[src/rtl/mem_access_ctrl.sv]
// mem_access_ctrl: initiator-side controller for a single-port synchronous
// data memory. Takes one load/store request at a time, rejects misaligned
// and out-of-range accesses, drives the memory strobes for one cycle and
// returns a response. Keeps saturating counts of completed accesses.
//
// Handshakes: a transfer happens on a rising clock edge where valid && ready
// are both high. The producer holds valid and its payload until that edge.
// req_ready is high only in IDLE. resp_valid is high only in RESP, and the
// response payload does not change until the transfer happens.
module mem_access_ctrl #(
    parameter int depth = 128,
    parameter int bits  = 32,
    parameter int width = 32
) (
    input  logic             clk,
    input  logic             rst,
    input  logic             req_valid,
    output logic             req_ready,
    input  logic             req_we,
    input  logic [bits-1:0]  req_addr,
    input  logic [width-1:0] req_wdata,
    output logic             resp_valid,
    input  logic             resp_ready,
    output logic [width-1:0] resp_rdata,
    output logic             resp_err,
    output logic             mem_wen,
    output logic             mem_ren,
    output logic [bits-1:0]  mem_adr,
    output logic [width-1:0] mem_din,
    input  logic [width-1:0] mem_dout,
    output logic [15:0]      rd_count,
    output logic [15:0]      wr_count,
    output logic [15:0]      err_count
);

    typedef enum logic [1:0] {
        S_IDLE  = 2'd0,
        S_ISSUE = 2'd1,
        S_WAIT  = 2'd2,
        S_RESP  = 2'd3
    } state_t;

    localparam logic [bits-1:0] depth_w = bits'(depth);

    state_t           state;
    state_t           state_next;

    logic [bits-1:0]  word_idx;
    logic             req_bad;
    logic             req_fire;
    logic             resp_fire;

    logic             we_q;
    logic [bits-1:0]  idx_q;
    logic [width-1:0] wdata_q;
    logic             err_q;
    logic [width-1:0] rdata_q;
    logic [bits-1:0]  adr_hold;
    logic [width-1:0] din_hold;

    logic [15:0]      rd_cnt;
    logic [15:0]      wr_cnt;
    logic [15:0]      err_cnt;

    // Byte address to word index; the low two bits must be zero.
    assign word_idx  = {2'b00, req_addr[bits-1:2]};
    assign req_bad   = (req_addr[1:0] != 2'b00) || (word_idx >= depth_w);
    assign req_fire  = (state == S_IDLE) && req_valid;
    assign resp_fire = (state == S_RESP) && resp_ready;

    // req_ready is masked by rst so it reads 0 while reset is held.
    assign req_ready  = (state == S_IDLE) && !rst;
    assign resp_valid = (state == S_RESP);
    assign resp_rdata = rdata_q;
    assign resp_err   = err_q;

    // Memory address/data follow the request registers during ISSUE and
    // otherwise hold whatever was last presented to the memory.
    assign mem_adr = (state == S_ISSUE) ? idx_q   : adr_hold;
    assign mem_din = (state == S_ISSUE) ? wdata_q : din_hold;

    assign rd_count  = rd_cnt;
    assign wr_count  = wr_cnt;
    assign err_count = err_cnt;

    // State register; reset returns to IDLE at once so strobes drop async.
    always_ff @(posedge clk or posedge rst) begin
        if (rst) begin
            state <= S_IDLE;
        end else begin
            state <= state_next;
        end
    end

    // Next-state logic and the one-cycle memory strobes.
    always_comb begin
        state_next = state;
        mem_wen    = 1'b0;
        mem_ren    = 1'b0;
        case (state)
            S_IDLE: begin
                if (req_valid) begin
                    state_next = req_bad ? S_RESP : S_ISSUE;
                end
            end
            S_ISSUE: begin
                mem_wen    = we_q;
                mem_ren    = !we_q;
                state_next = we_q ? S_RESP : S_WAIT;
            end
            S_WAIT: begin
                state_next = S_RESP;
            end
            S_RESP: begin
                if (resp_ready) begin
                    state_next = S_IDLE;
                end
            end
            default: begin
                state_next = S_IDLE;
            end
        endcase
    end

    // Request capture, memory address/data hold and read-data capture.
    always_ff @(posedge clk or posedge rst) begin
        if (rst) begin
            we_q     <= 1'b0;
            idx_q    <= '0;
            wdata_q  <= '0;
            err_q    <= 1'b0;
            rdata_q  <= '0;
            adr_hold <= '0;
            din_hold <= '0;
        end else begin
            if (req_fire) begin
                we_q    <= req_we;
                idx_q   <= word_idx;
                wdata_q <= req_wdata;
                err_q   <= req_bad;
                rdata_q <= '0;
            end
            if (state == S_ISSUE) begin
                adr_hold <= idx_q;
                din_hold <= wdata_q;
            end
            if (state == S_WAIT) begin
                rdata_q <= mem_dout;
            end
        end
    end

    // Saturating completion counters, stepped on the response transfer.
    always_ff @(posedge clk or posedge rst) begin
        if (rst) begin
            rd_cnt  <= '0;
            wr_cnt  <= '0;
            err_cnt <= '0;
        end else if (resp_fire) begin
            if (err_q) begin
                if (err_cnt != 16'hFFFF) err_cnt <= err_cnt + 16'd1;
            end else if (we_q) begin
                if (wr_cnt != 16'hFFFF) wr_cnt <= wr_cnt + 16'd1;
            end else begin
                if (rd_cnt != 16'hFFFF) rd_cnt <= rd_cnt + 16'd1;
            end
        end
    end

endmodule

[config.mk]
export PLATFORM = sky130hd
export DESIGN_NAME = mem_access_ctrl
export DESIGN_NICKNAME = d
export VERILOG_FILES = /design/src/rtl/mem_access_ctrl.sv
export SDC_FILE = /design/constraint.sdc
export NUM_CORES = 1
export LEC_CHECK = 0
export BUFFER_PORTS_ARGS = -buffer_cell sky130_fd_sc_hd__buf_2
export CAP_MARGIN = 40
export CELL_PAD_IN_SITES_DETAIL_PLACEMENT = 1
export CELL_PAD_IN_SITES_GLOBAL_PLACEMENT = 1
export CORE_MARGIN = 8
export CORE_UTILIZATION = 46
export CTS_BUF_LIST = sky130_fd_sc_hd__clkbuf_2
export DETAILED_ROUTE_END_ITERATION = 7
export PLACE_DENSITY = 0.9
export SYNTH_ARGS = -nofsm -noshare
export SYNTH_HDL_FRONTEND = slang
export SYNTH_SLANG_ARGS = --single-unit
[constraint.sdc]
create_clock -name clk -period 19.1 [get_ports clk]
set_input_delay 0.955 -clock clk [delete_from_list [all_inputs] [get_ports clk]]
set_output_delay 0.955 -clock clk [all_outputs]
set_load 0.1 [all_outputs]
==> flow_summary.ini <==
[final_layout]
area_growth_pct = 23.7
layout_commonest_cell = buf_2
postLayoutCellArea_um2 = 10600
final_cell_mix = buf_2 (249), dfrtp_1 (210), mux2_2 (127), nand2_1 (78), clkbuf_2 (73)
fin_cells = 1219
final_nets = 1053
layout-drive-gt1-share_pct = 48.6

[synthesis]
ys.warnings.count = 0
synth-adder-area-share_pct = 1.17
syn_nets = 769
netlist_instances = 660
synth_compound_area_share_pct = 3.01
ys_seq_area_share_pct = 61.3
muxShareOfSynthArea_pct = 16.9
synth_area_um2 = 8570
ys_types = 43
synth_xor_area_share_pct = 4.50
ys_seq_elements = 210
yosys.area_share.simple_pct = 11.4
synth_top_family_by_area = multiplexers
avgSynthCellArea_um2 = 13.0

[clock_network]
numCtsBuffers = 54
clock-root-buffer = clkbuf_2
htreeDepth = 2
cts_hold_buf = 0
clock_path_buffers = 3
cts_resized = 0
cts.clk_slew.worst_paths_ps = 110
tritoncts = yes
cts_setup_buffers = 0
numClockSinks = 210
clk_latency_ps = 790

[route]
wl_per_cell_um = 19.7
initialDrtViolationCount = 219
drc = 0
vias = 6284
viasPerCell = 5.16
drtAntennaViolNets = 0
wl_mm = 24.0
firstDrtPassIters = 4

[grt]
grt_max_degree = 92
grt_use_total_pct = 20.6
antenna_found_initial = 8
grt_pass1_wl_mm = 38.8
overflow = 0
grt_pass1_vias = 7109

[floorplanning]
start_util_pct = 46.3
core_area_um2 = 18500
die_y_um = 152
die_area_um2 = 23300
rows = 50
die_x_um = 152
io_pins = 250

[worst_setup_path]
r2r_cells = 6
critPathMaxStageDelay_ps = 640
cp_top_family = buffers and inverters
critPathKind = reg -> out
crit_path_cell_trace = inv_1, ha_2, buf_4, mux2_2, buf_2
required_ps = 18150
cp_max_fo = 54
cp_num_buf_inv = 3
crit_cells = 5
arrival_ps = 3220
worstSetupEndpointType = output port
startpoint_type = flip-flop
critPathSlowestCell = buf_4

[timing]
hold_ws_ps = 152
final_max_slew_viol_count = 0
period_share_pct = 21.9
relSlewSlack_pct = 49.7
setup_violations = 0
rsz0062_at_grt = false
tightest_slew_ps = 755
post-route-min-period_ps = 4170
hold_violations = 0
fin_skew_ps = 46.7
tns_ps = 0
fmax_ghz = 0.240

[hold_path]
hp-class = in -> async

[placement]
placedCellCount = 1122
place_congestion = 0.762
placed_area_um2 = 10100
port_buffers = 249
dp.final_hpwl_mm = 17.5

[status]
status = completed

[flow_run]
maxCapViolations = 0
-- cell type report --
class	count	area, um2
Multi-Input combinational cell	411	3180
Tap cell	234	293
Clock buffer	73	365
Inverter	11	48.8
Antenna cell	7	17.5
Timing Repair Buffer	256	1370
Fill cell	2051	7920
Sequential cell	210	5260
Clock inverter	17	73.8
-- per-stage QoR --
step	setup slack, ps	util [%]
after floorplan	12410	-
after global routing	14710	57.3
after global placement	15810	54.2
after detailed placement	15740	54.8
final	14930	57.3
after CTS	14810	57.2
-- registers in the layout, summed over array words and instances (netlist names) --
| signal | count |
|---|---|
| adr_hold | 32 |
| din_hold | 32 |
| err_count | 16 |
| idx_q | 30 |
| rd_count | 16 |
| resp_err | 1 |
| resp_rdata | 32 |
| state | 2 |
| wdata_q | 32 |
| we_q | 1 |
| wr_count | 16 |
-- worst paths after layout --
path	slack, ps	startpoint	endpoint
setup / recovery	14930	state[1]$_DFFE_PP0P_	mem_din[30]
hold / removal	150	rst	wr_count[9]$_DFFE_PP0P_
setup reg to reg	16840	state[0]$_DFFE_PP0P_	idx_q[25]$_DFFE_PP0P_
hold reg to reg	500	din_hold[0]$_DFF_PP0_	din_hold[0]$_DFF_PP0_
max in group asynchronous	17440	rst	wr_count[1]$_DFFE_PP0P_
min in group clk	390	req_wdata[30]	wdata_q[30]$_DFFE_PP0P_
-- cell usage after synthesis (all sizes together) --
library cell | count | share of area (%)
or3 | 1 | 0.073
mux2 | 128 | 17
or2 | 2 | 0.15
o2111ai | 1 | 0.10
nor3 | 12 | 0.76
a2111oi | 1 | 0.18
xnor2 | 25 | 2.6
nand4b | 1 | 0.10
o211ai | 1 | 0.088
ha | 8 | 1.2
dfrtp | 210 | 61
nor2 | 11 | 0.51
nor4 | 15 | 1.4
and4 | 3 | 0.32
clkbuf | 16 | 0.70
and2 | 4 | 0.29
buf | 12 | 0.55
nand3 | 18 | 1.1
or4 | 2 | 0.22
nor3b | 2 | 0.18
nand2 | 79 | 3.5
o21ai | 35 | 2.0
and3 | 6 | 0.44
a21oi | 1 | 0.058
xor2 | 19 | 1.9
a22oi | 2 | 0.18
nand4 | 24 | 1.9
o22ai | 1 | 0.073
nand4bb | 1 | 0.13
inv | 11 | 0.48
o32a | 1 | 0.12
a211oi | 2 | 0.18
nor2b | 5 | 0.37
-- cells by family (layout without fill, tap and decap cells) --
kind of cell / Yosys count / count (layout)
AOI/OAI and AO/OA: 45 / 45
xor gates and xnor gates: 44 / 44
adders and majority gates: 8 / 8
buffers and inverters: 39 / 357
DFF: 210 / 210
muxes: 128 / 128
other: 0 / 7
and+or+nand+nor: 186 / 186
-- per-layer routing --
| layer | up-vias | global-route usage, % | part of all wire (%) |
|---|---|---|---|
| met5 | - | 0 | 0.046 |
| met4 | 2 | 8.72 | 2.2 |
| met3 | 38 | 6.21 | 6.1 |
| met2 | 200 | 35.0 | 50 |
| met1 | 3145 | 24.0 | 41 |
| li1 | 2899 | - | - |
Power is not shown: default switching activity piles up to over one toggle a cycle in this logic, so the estimate is an artifact.
